--- config.mk ---
export PLATFORM = sky130hd
export DESIGN_NAME = reg_access_ctrl
export DESIGN_NICKNAME = d
export VERILOG_FILES = /design/src/rtl/reg_access_ctrl.sv
export SDC_FILE = /design/constraint.sdc
export NUM_CORES = 1
export LEC_CHECK = 0
export BUFFER_PORTS_ARGS = -buffer_cell sky130_fd_sc_hd__buf_2
export CORE_AREA = 4 4 81 98
export CTS_CLUSTER_DIAMETER = 50
export DETAILED_ROUTE_END_ITERATION = 16
export DIE_AREA = 0 0 85 102
export PLACE_DENSITY_LB_ADDON = 0.15
export SLEW_MARGIN = 0
export SYNTH_ARGS = -nofsm -noshare
export SYNTH_HDL_FRONTEND = slang
export SYNTH_SLANG_ARGS = --single-unit
--- constraint.sdc ---
create_clock -name clk -period 3.1 [get_ports clk]
set_input_delay 0.775 -clock clk [delete_from_list [all_inputs] [get_ports clk]]
set_output_delay 0.775 -clock clk [all_outputs]
set_load 0.005 [all_outputs]
--- src/rtl/reg_access_ctrl.sv ---
// reg_access_ctrl: access sequencer between decode and reg_stack.
// Accepts operand reads (rd_*) and writebacks (wb_*) over valid/ready handshakes and
// drives reg_stack's single shared port with at most one operation per cycle.
// Reads win over writes. Writebacks go through a one-entry buffer that drains whenever
// no read issues. A read that hits the buffered entry is forwarded from the buffer.
// Ports:
//   clk, reset                  clock, asynchronous active-high reset
//   rd_valid/rd_ready           operand-read request handshake, rd_num1/rd_num2 registers
//   op_valid/op_ready           registered operand handshake to execute, op_a/op_b values
//   wb_valid/wb_ready           writeback handshake, wb_num/wb_val destination and data
//   rs_num1/rs_num2/rs_setnum   reg_stack register numbers (0 when the enable is low)
//   rs_setval                   reg_stack write data (0 when rs_set_enable is low)
//   rs_get_enable/rs_set_enable reg_stack strobes, mutually exclusive
//   rs_out1/rs_out2             reg_stack read data, valid in the cycle after a get
module reg_access_ctrl #(
  parameter int unsigned NIB_SIZE  = 4,
  parameter int unsigned WORD_SIZE = 16
) (
  input  logic                 clk,
  input  logic                 reset,
  input  logic                 rd_valid,
  output logic                 rd_ready,
  input  logic [NIB_SIZE-1:0]  rd_num1,
  input  logic [NIB_SIZE-1:0]  rd_num2,
  output logic                 op_valid,
  input  logic                 op_ready,
  output logic [WORD_SIZE-1:0] op_a,
  output logic [WORD_SIZE-1:0] op_b,
  input  logic                 wb_valid,
  output logic                 wb_ready,
  input  logic [NIB_SIZE-1:0]  wb_num,
  input  logic [WORD_SIZE-1:0] wb_val,
  output logic [NIB_SIZE-1:0]  rs_num1,
  output logic [NIB_SIZE-1:0]  rs_num2,
  output logic [NIB_SIZE-1:0]  rs_setnum,
  output logic [WORD_SIZE-1:0] rs_setval,
  output logic                 rs_get_enable,
  output logic                 rs_set_enable,
  input  logic [WORD_SIZE-1:0] rs_out1,
  input  logic [WORD_SIZE-1:0] rs_out2
);

  typedef enum logic [1:0] {
    StIdle,
    StFetch,
    StHold
  } state_e;

  state_e state_q, state_d;

  logic                 wb_pend_q;
  logic [NIB_SIZE-1:0]  wb_pnum_q;
  logic [WORD_SIZE-1:0] wb_pval_q;
  logic                 fwd1_q, fwd2_q;
  logic [WORD_SIZE-1:0] fwd_val_q;
  logic [WORD_SIZE-1:0] op_a_q, op_b_q;

  logic read_issue;
  logic drain;
  logic wb_load;

  always_comb begin
    state_d = state_q;
    unique case (state_q)
      StIdle:  if (rd_valid) state_d = StFetch;
      StFetch: state_d = StHold;
      StHold:  if (op_ready) state_d = StIdle;
      default: state_d = StIdle;
    endcase
  end

  always_comb begin
    read_issue = (state_q == StIdle) && rd_valid && !reset;
    // The buffer drains in every cycle the port is not taken by a read.
    drain      = wb_pend_q && !read_issue;
    rd_ready   = !reset && (state_q == StIdle);
    wb_ready   = !reset && (!wb_pend_q || drain);
    wb_load    = wb_valid && wb_ready;
    op_valid   = (state_q == StHold);

    rs_get_enable = read_issue;
    rs_num1       = read_issue ? rd_num1 : '0;
    rs_num2       = read_issue ? rd_num2 : '0;
    rs_set_enable = drain;
    rs_setnum     = drain ? wb_pnum_q : '0;
    rs_setval     = drain ? wb_pval_q : '0;

    op_a = op_a_q;
    op_b = op_b_q;
  end

  always_ff @(posedge clk or posedge reset) begin
    if (reset) begin
      state_q   <= StIdle;
      wb_pend_q <= 1'b0;
      wb_pnum_q <= '0;
      wb_pval_q <= '0;
      fwd1_q    <= 1'b0;
      fwd2_q    <= 1'b0;
      fwd_val_q <= '0;
      op_a_q    <= '0;
      op_b_q    <= '0;
    end else begin
      state_q <= state_d;

      // Forward only from an entry buffered before this cycle; a same-cycle writeback
      // is ordered after the read.
      if (read_issue) begin
        fwd1_q    <= wb_pend_q && (wb_pnum_q == rd_num1);
        fwd2_q    <= wb_pend_q && (wb_pnum_q == rd_num2);
        fwd_val_q <= wb_pval_q;
      end

      if (state_q == StFetch) begin
        op_a_q <= fwd1_q ? fwd_val_q : rs_out1;
        op_b_q <= fwd2_q ? fwd_val_q : rs_out2;
        fwd1_q <= 1'b0;
        fwd2_q <= 1'b0;
      end

      if (wb_load) begin
        wb_pend_q <= 1'b1;
        wb_pnum_q <= wb_num;
        wb_pval_q <= wb_val;
      end else if (drain) begin
        wb_pend_q <= 1'b0;
      end
    end
  end

endmodule

==> results.sh, run 1 <==
export IMPL_outcome="completed"
export IMPL_synth_yosys_seq_area_share=0.548
export IMPL_skew_ps=12.3
export IMPL_mostFrequentLayoutCells="sky130_fd_sc_hd__buf_2 (129), sky130_fd_sc_hd__dfrtp_1 (73), sky130_fd_sc_hd__nand2_1 (34)"
export IMPL_syn_nets=345
export IMPL_boundaryPins=130
export IMPL_instances_no_fill=500
export IMPL_crit_path_max_fanout=21
export IMPL_netlist_area_mm2=0.00333
export IMPL_signed_area_change_from_the_synthesized_netlist_to_the_final_layout_pct=28.2
export IMPL_drv_cap=0
export IMPL_gr_total_overflow=0
export IMPL_fin_crit_sh=0.860
export IMPL_clockBufferDepth=2
export IMPL_clock_insertion_delay_worst_skew_ps=340
export IMPL_first_iter_violations=132
export IMPL_critPathArrivalTime_ps=1890
export IMPL_worst_slew_pin_transition_ps=1100
export IMPL_grt_start_max_net_pins=69
export IMPL_tritoncts_num_buffers=9
export IMPL_startpoint_type="primary input"
export IMPL_worstSetupStartpoint="rd_valid"
export IMPL_drc=0
export IMPL_total_power_mw=3.35
export IMPL_insertedDiodeCount=0
export IMPL_timing_rr_end="fwd2_q"
export IMPL_rows=34
export IMPL_post_synth_top_area_share=0.548
export IMPL_final_nets=470
export IMPL_die_w_um=85
export IMPL_max_clock_freq_mhz=375
export IMPL_crit_path_max_cell_delay_ps=540
export IMPL_grt_pass1_wl_mm=12.4
export IMPL_cp_endpoint="rs_setval[14]"
export IMPL_p_leak_nw=2.09
export IMPL_cp_required_ps=2320
export IMPL_numPortBuffers=129
export IMPL_drt_pre_antenna_iters=4
export IMPL_gr_usage_met1=0.255
export IMPL_finalSetupTns_ps=0
export IMPL_min_from="op_b[9]"
export IMPL_post_place_cells=484
export IMPL_clkTransAtPathRegs_ps=80
export IMPL_synth_cell_types=23
export IMPL_finalSetupViolations=0
export IMPL_power_density_mw_per_mm2=783
export IMPL_yosys_top_cells_area="sky130_fd_sc_hd__dfrtp_1 (55%), sky130_fd_sc_hd__mux2i_1 (9.6%), sky130_fd_sc_hd__mux2_1 (7.4%)"
export IMPL_worstHoldPathType="flop to flop"
export IMPL_cts_num_sinks=73
export IMPL_cpMostUsedCell="sky130_fd_sc_hd__buf_2"
export IMPL_critical_path_cell_chain="buf_2 -> nor4b_4 -> nor2b_2 -> and2_1 -> buf_2"
export IMPL_rsz0062_at_grt="false"
export IMPL_layout_commonest_cell="sky130_fd_sc_hd__buf_2"
export IMPL_die_area_mm2=0.00867
export IMPL_core_mm2=0.00710
export IMPL_gr_busiest_metal="met2"
export IMPL_worst_setup_path_end_kind="output pin"
export IMPL_worstRegToRegCells=3
export IMPL_place_detailed_hpwl_mm=5.59
export IMPL_drive_gt1_frac=0.410
export IMPL_grt_antenna_before_repair=0
export IMPL_rr_startpoint="state_q[1]"
export IMPL_regToRegSetupSlack_ps=1250
export IMPL_post_synth_inst_count=280
export IMPL_cts_hold_buffers=0
export IMPL_routed_via_count=2466
export IMPL_start_util=0.469
export IMPL_drv_slew=0
export IMPL_post_synth_top_area_cell="sky130_fd_sc_hd__dfrtp_1"
export IMPL_finalWirelength_mm=7.55
export IMPL_slew_headroom=0.267
export IMPL_worst_vdd_drop_mv=0.329
export IMPL_postCtsResizedCells=0
export IMPL_postSynthAreaPerCell_um2=11.9
export IMPL_cts_setup_buffers=0
export IMPL_cts_max_level=3
export IMPL_hold_viol_final=0
export IMPL_grtUsageMet3=0.0468
export IMPL_final_min_clock_period_ps=2670
export IMPL_via_per_inst=4.93
export IMPL_met2_usage=0.283
export IMPL_drt_antenna_net_count=0
export IMPL_wire_per_inst_um=15.1
export IMPL_via_count_of_the_first_global_routing_pass=2484
export IMPL_grt_use_total=0.184
export IMPL_fp_dieH_um=102
export IMPL_place_congestion=0.798
export IMPL_clock_tree_from_tritoncts="done"
export IMPL_timing_critical_path_slowest_stage_cell="sky130_fd_sc_hd__nor2b_2"
export IMPL_synth_warning_count=0
export IMPL_synth_ff_latch_count=73
export IMPL_criticalPathCategory="primary input to output pin"
export IMPL_clock_tree_root_cell="sky130_fd_sc_hd__clkbuf_8"
area by class of cell:
class	count	area (µm²)
multi-input cells	187	1420
inverters	2	7.51
well taps	90	113
repair buffers	132	681
flip-flops and latches	73	1830
clock buffers	9	124
fillers	627	2830
clock inverters	7	95.1
kinds of logic (layout without fill, tap and decap cells):
logic type,Yosys count,after routing,synth area share
flip-flops,73,73,0.548
multiplexers,68,68,0.228
AND/OR/NAND/NOR,73,73,0.115
buffers and inverters,20,150,0.0297
XOR/XNOR,8,8,0.0210
AO/OA/AOI/OAI,38,38,0.0586
synth_stat cells:
master,number
sky130_fd_sc_hd__inv_1,2
sky130_fd_sc_hd__mux2i_1,32
sky130_fd_sc_hd__xnor2_1,8
sky130_fd_sc_hd__nand4_1,1
sky130_fd_sc_hd__o21ai_0,33
sky130_fd_sc_hd__a21oi_1,2
sky130_fd_sc_hd__nor2b_1,1
sky130_fd_sc_hd__buf_4,4
sky130_fd_sc_hd__buf_2,7
sky130_fd_sc_hd__nand2b_1,3
sky130_fd_sc_hd__mux2_1,22
sky130_fd_sc_hd__nor3_1,1
sky130_fd_sc_hd__nand3_1,3
sky130_fd_sc_hd__nand2_1,34
sky130_fd_sc_hd__dfrtp_1,73
sky130_fd_sc_hd__nor3b_2,1
sky130_fd_sc_hd__nor4b_2,1
sky130_fd_sc_hd__mux2_4,9
sky130_fd_sc_hd__o22ai_1,2
sky130_fd_sc_hd__mux2_2,5
sky130_fd_sc_hd__and2_1,28
sky130_fd_sc_hd__clkbuf_1,7
sky130_fd_sc_hd__a21o_1,1
worst max-delay path: cells and delay by family:
| family | cells | cell delay, ps |
|---|---|---|
| buffers and inverters | 2 | 210 |
| and+or+nand+nor | 3 | 890 |
layer usage:
metal | vias up | wire length [µm]
met5 | - | 0
met4 | 0 | 49
met3 | 4 | 480
met2 | 79 | 3590
met1 | 1180 | 3440
li1 | 1203 | -
metrics by stage:
stage / hold slack, ps / cell area (µm²) / utilization / worst slack [ps]
final: 478 / 4270 / 0.601 / 433
after global routing: 518 / 4270 / 0.601 / 298
after CTS: 485 / 4270 / 0.601 / 41.5
after detailed placement: 467 / 4050 / 0.570 / 47.7
after global placement: 458 / 4050 / 0.570 / 188
after floorplan: 468 / 3330 / - / 472
power breakdown:
part / switching, mW / internal, mW
Combinational: 0.439 / 0.487
Clock: 0.348 / 0.453
Sequential: 0.292 / 1.33
sequential cells by signal, summed over array words and instances, names as in the netlist, 2 cells and up:
name,count
fwd_val_q,16
op_a,16
op_b,16
wb_pval_q,16
wb_pnum_q,4
state_q,2
worst min-delay path by stage:
stage	to	slack [ps]	cells after the start
after global routing	op_a[11]	520	2
after detailed placement	op_b[11]	470	2
final	op_b[9]	480	2
after CTS	op_b[11]	490	2
after global placement	op_a[8]	460	2
after floorplan	wb_pval_q[10]	470	1
Note: power is estimated with default switching activity, not from simulation.
==> run 2, diff against run 1 <==
CORE_AREA = 2 2 79 96   (was 4 4 81 98)
DIE_AREA = 0 0 81 98   (was 0 0 85 102)
RECOVER_POWER = 50   (was default)
==> run 2 against run 1 <==
Against the previous run: die area decreased by 8.4%; wire length decreased by 2.8%; clock-buffer cell count increased by 4; critical path type unchanged; largest power group unchanged; highest routed layer unchanged.
==> results.sh, run 2 (synthesized netlist as in run 1, its figures left out) <==
export IMPL_mostFrequentLayoutCells="sky130_fd_sc_hd__buf_2 (117), sky130_fd_sc_hd__dfrtp_1 (73), sky130_fd_sc_hd__nand2_1 (34)"
export IMPL_clkTransAtPathRegs_ps=70
export IMPL_slew_headroom=0.201
export IMPL_insertedDiodeCount=0
export IMPL_finalSetupViolations=0
export IMPL_register_area_mm2=0.00183
export IMPL_p_leak_nw=2.00
export IMPL_signed_area_change_from_the_synthesized_netlist_to_the_final_layout_pct=25.3
export IMPL_drv_slew=0
export IMPL_core_mm2=0.00706
export IMPL_wire_per_inst_um=14.7
export IMPL_crit_path_max_fanout=21
export IMPL_drv_cap=0
export IMPL_grt_pass1_wl_mm=11.6
export IMPL_clock_insertion_delay_worst_skew_ps=330
export IMPL_finalSetupTns_ps=0
export IMPL_cts_max_level=3
export IMPL_startpoint_type="primary input"
export IMPL_drt_pre_antenna_iters=4
export IMPL_cts_num_sinks=73
export IMPL_worst_vdd_drop_mv=0.342
export IMPL_grt_start_max_net_pins=69
export IMPL_start_util=0.472
export IMPL_max_clock_freq_mhz=368
export IMPL_clock_tree_from_tritoncts="done"
export IMPL_final_nets=470
export IMPL_drive_gt1_frac=0.349
export IMPL_multi_input_area_mm2=0.00139
export IMPL_drt_antenna_net_count=0
export IMPL_worst_slew_pin_transition_ps=1200
export IMPL_post_place_cells=484
export IMPL_instances_no_fill=500
export IMPL_die_area_mm2=0.00794
export IMPL_dr_wl_met3_um=363
export IMPL_cts_hold_buffers=0
export IMPL_via_count_of_the_first_global_routing_pass=2414
export IMPL_worst_setup_path_end_kind="output pin"
export IMPL_gr_total_overflow=0
export IMPL_dp_worst_setup_slack_ps=72.7
export IMPL_fin_crit_sh=0.875
export IMPL_met2WireLength_mm=3.35
export IMPL_critPathArrivalTime_ps=1940
export IMPL_hold_viol_final=0
export IMPL_grt_use_total=0.191
export IMPL_final_fill_count=659
export IMPL_boundaryPins=130
export IMPL_grt_antenna_before_repair=0
export IMPL_fp_dieH_um=98
export IMPL_rsz0062_at_grt="false"
export IMPL_m1WireLength_mm=3.53
export IMPL_die_w_um=81
export IMPL_drc=0
export IMPL_routed_via_count=2470
export IMPL_tritoncts_num_buffers=9
export IMPL_numPortBuffers=129
export IMPL_outcome="completed"
export IMPL_finalWirelength_mm=7.34
export IMPL_clock_tree_root_cell="sky130_fd_sc_hd__clkbuf_8"
export IMPL_final_min_clock_period_ps=2710
export IMPL_layout_commonest_cell="sky130_fd_sc_hd__buf_2"
export IMPL_routed_top_layer="met4"
export IMPL_criticalPathCategory="primary input to output pin"
export IMPL_place_detailed_hpwl_mm=5.23
export IMPL_via_per_inst=4.94
export IMPL_place_congestion=0.769
export IMPL_skew_ps=9.95
export IMPL_post_route_worst_setup_slack_ps=386
export IMPL_total_power_mw=3.21
export IMPL_cts_setup_buffers=0
export IMPL_clockBufferDepth=2
export IMPL_cp_required_ps=2320
export IMPL_power_density_mw_per_mm2=770
export IMPL_worstHoldPathType="flop to flop"
export IMPL_rows=34
export IMPL_first_iter_violations=114
[run 2: cell count changes in the layout (fill, tap and decap cells not counted), sizes merged]
| cell | delta |
|---|---|
| clkbuf | +16 |
| buf | -12 |
| clkinv | -2 |
| bufinv | -1 |
| clkinvlp | -1 |
[run 2: metal layers]
layer,vias to the layer above,GRT usage
met5,-,0
met4,0,0.0795
met3,9,0.0305
met2,74,0.294
met1,1183,0.268
li1,1204,-
[run 2: area by class of cell]
class	instances	share of cell area
flip-flops and latches	73	0.438
multi-input cells	187	0.334
repair buffers	132	0.155
clock buffers	13	0.0357
well taps	90	0.0270
clock inverters	3	0.00959
inverters	2	0.00180
[run 2: path summary, 6_finish.rpt]
kind | start | end | slack (ps) | depth (start not counted)
setup / recovery | reset | rs_setval[1] | 390 | 5
hold / removal | op_a[9] | op_a[9] | 470 | 2
setup reg to reg | state_q[1] | wb_pval_q[6] | 950 | 4
hold reg to reg | op_a[9] | op_a[9] | 470 | 2
max in group asynchronous | reset | op_b[6] | 670 | 3
min in group asynchronous | reset | wb_pval_q[0] | 770 | 2
[run 2: what timing repair did]
action                                 4_1_cts  5_1_grt
setup endpoints to repair                    0       20
resized for setup                            0        1
endpoints found under the hold margin        0        0
[run 2: metrics by stage]
stage          instance area, µm²   util  hold slack, ps
6_report                     4180  0.591             474
5_1_grt                      4180  0.591             492
4_1_cts                      4240  0.600             482
3_5_place_dp                 4050  0.573             465
3_3_place_gp                 4050  0.573             455
2_1_floorplan                3330      -             468
[run 2: power breakdown]
group | internal (mW) | switching [mW] | leakage [nW]
clock | 0.393 | 0.319 | 0.0974
combinational | 0.451 | 0.440 | 1.02
sequential | 1.33 | 0.284 | 0.885
total | 2.17 | 1.04 | 2.00
[run 2: critical path: stages]
cell and delay, ps:
sky130_fd_sc_hd__clkbuf_1 210, sky130_fd_sc_hd__nor4b_4 80, sky130_fd_sc_hd__nor2b_2 530, sky130_fd_sc_hd__and2_1 230
sky130_fd_sc_hd__buf_2 110
==> run 3, diff against run 2 <==
RECOVER_POWER = default   (was 50)
==> run 3 against run 2 <==
Against the previous run: via count down 0.28%; largest cell class unchanged; die area is the same; non-clock buffer count did not move; clock-buffer cell count did not move; hold slack barely moved; sequential share of layout area is 0.67 points lower; final area grew 1.6%; critical path type unchanged; global-route usage unchanged; fmax up 2.3%.
==> results.sh, run 3 (synthesized netlist as in run 1, its figures left out) <==
export IMPL_outcome="completed"
export IMPL_boundaryPins=130
export IMPL_place_congestion=0.769
export IMPL_signed_area_change_from_the_synthesized_netlist_to_the_final_layout_pct=27.3
export IMPL_share_clk_of_total_power=0.220
export IMPL_fin_crit_sh=0.855
export IMPL_fp_dieH_um=98
export IMPL_criticalPathCategory="primary input to output pin"
export IMPL_cpMostUsedCell="sky130_fd_sc_hd__buf_2"
export IMPL_worst_vdd_drop_mv=0.344
export IMPL_final_nets=470
export IMPL_worstRegToRegCells=3
export IMPL_finalSetupTns_ps=0
export IMPL_cts_num_sinks=73
export IMPL_via_count_of_the_first_global_routing_pass=2414
export IMPL_start_util=0.472
export IMPL_cts_setup_buffers=0
export IMPL_power_density_mw_per_mm2=766
export IMPL_placed_area_mm2=0.00405
export IMPL_rr_startpoint="state_q[1]"
export IMPL_drt_pre_antenna_iters=4
export IMPL_cp_endpoint="rs_setval[1]"
export IMPL_crit_path_max_fanout=21
export IMPL_drive_gt1_frac=0.402
export IMPL_timing_rr_end="fwd2_q"
export IMPL_numPortBuffers=129
export IMPL_critical_path_cell_chain="buf_2 -> nor4b_4 -> nor2b_2 -> and2_1 -> buf_2"
export IMPL_regToRegSetupSlack_ps=1220
export IMPL_clock_tree_root_cell="sky130_fd_sc_hd__clkbuf_8"
export IMPL_worst_setup_path_end_kind="output pin"
export IMPL_crit_buf_inv=2
export IMPL_rsz0062_at_grt="false"
export IMPL_rows=34
export IMPL_internal_dissipation_mw=2.21
export IMPL_insertedDiodeCount=0
export IMPL_mostFrequentLayoutCells="sky130_fd_sc_hd__buf_2 (129), sky130_fd_sc_hd__dfrtp_1 (73), sky130_fd_sc_hd__nand2_1 (34)"
export IMPL_slew_headroom=0.280
export IMPL_wire_per_inst_um=14.5
export IMPL_place_detailed_hpwl_mm=5.23
export IMPL_final_min_clock_period_ps=2650
export IMPL_drv_cap=0
export IMPL_p_leak_nw=2.08
export IMPL_clock_tree_from_tritoncts="done"
export IMPL_critPathArrivalTime_ps=1880
export IMPL_die_area_mm2=0.00794
export IMPL_routed_via_count=2463
export IMPL_first_iter_violations=93
export IMPL_finalSetupViolations=0
export IMPL_timing_critical_path_slowest_stage_cell="sky130_fd_sc_hd__nor2b_2"
export IMPL_clock_insertion_delay_worst_skew_ps=330
export IMPL_startpoint_type="primary input"
export IMPL_skew_ps=9.78
export IMPL_drt_antenna_net_count=0
export IMPL_switching_share=0.321
export IMPL_worst_slew_pin_transition_ps=1080
export IMPL_grt_use_total=0.191
export IMPL_gr_total_overflow=0
export IMPL_hold_viol_final=0
export IMPL_finalWirelength_mm=7.23
export IMPL_grt_antenna_before_repair=0
export IMPL_power_share_sequential=0.496
export IMPL_worstSetupStartpoint="rd_valid"
export IMPL_die_w_um=81
export IMPL_via_per_inst=4.93
export IMPL_part_of_the_power_in_combinational_logic=0.284
export IMPL_core_mm2=0.00706
export IMPL_max_clock_freq_mhz=377
export IMPL_layout_commonest_cell="sky130_fd_sc_hd__buf_2"
export IMPL_cp_required_ps=2320
export IMPL_drc=0
export IMPL_critical_path_depth=5
export IMPL_clkTransAtPathRegs_ps=70
export IMPL_crit_path_max_cell_delay_ps=530
export IMPL_worstHoldPathType="flop to flop"
export IMPL_total_power_mw=3.25
export IMPL_grt_start_max_net_pins=69
export IMPL_grt_pass1_wl_mm=11.6
export IMPL_tritoncts_num_buffers=9
export IMPL_cts_max_level=3
export IMPL_p_switching_mw=1.04
export IMPL_drv_slew=0
export IMPL_clockBufferDepth=2
export IMPL_cpLargestDelayFamily="simple AND/OR/NAND/NOR gates"
export IMPL_final_cell_area_excluding_filler_cells_mm2=0.00424
[run 3: cell count changes in the layout (fill, tap and decap cells not counted), moves of 2 or more]
cell and change:
sky130_fd_sc_hd__buf_1 -2, sky130_fd_sc_hd__mux2_4 +7, sky130_fd_sc_hd__buf_2 +12, sky130_fd_sc_hd__mux2_1 -7, sky130_fd_sc_hd__clkbuf_1 -11
[run 3: what timing repair did]
action / 4_1_cts / 5_1_grt
gates resized for setup: 0 / 1
setup endpoints to repair: 0 / 20
hold buffers: 0 / 0
[run 3: worst reg2reg max path, delay by kind of cell, from the launching register on]
kind,cells,cell delay (ps)
flip-flops,1,470
AO/OA/AOI/OAI,1,230
AND/OR/NAND/NOR,2,1090
[run 3: cell type report]
class,count,area [µm²]
clock buffers,13,149
clock inverters,3,40.0
fillers,636,2820
inverters,2,7.51
multi-input cells,187,1420
flip-flops and latches,73,1830
well taps,90,113
repair buffers,132,681
[run 3: worst min path at each step]
stage / startpoint / to / depth (start not counted)
final: op_b[2] / op_b[2] / 2
after floorplan: wb_pval_q[10] / wb_pval_q[10] / 1
after global routing: op_a[9] / op_a[9] / 2
after CTS: op_a[9] / op_a[9] / 2
after detailed placement: op_a[9] / op_a[9] / 2
after global placement: op_a[9] / op_a[9] / 2
[run 3: power groups by stage]
stage | Combinational (mW) | Clock (mW) | Sequential [mW]
after global placement | 0.913 | 0 | 1.62
final | 0.922 | 0.716 | 1.61
after CTS | 0.943 | 0.734 | 1.62
after floorplan | 0.552 | 0 | 1.56
after global routing | 1.06 | 0.777 | 1.67
after detailed placement | 0.941 | 0 | 1.64
[run 3: layer usage]
metal | vias to the layer above | wire length, µm | global-route usage
li1 | 1202 | - | -
met1 | 1174 | 3430 | 0.268
met2 | 75 | 3320 | 0.294
met3 | 12 | 357 | 0.0305
met4 | 0 | 130 | 0.0795
met5 | - | 0 | 0
[run 3: metrics by stage]
stage,hold WS (ps),worst slack (ps),util,std cells
CTS,482,71.2,0.600,500
floorplan,468,472,-,280
finish,474,448,0.600,500
global route,492,333,0.600,500
detailed placement,465,72.7,0.573,484
global placement,455,196,0.573,484
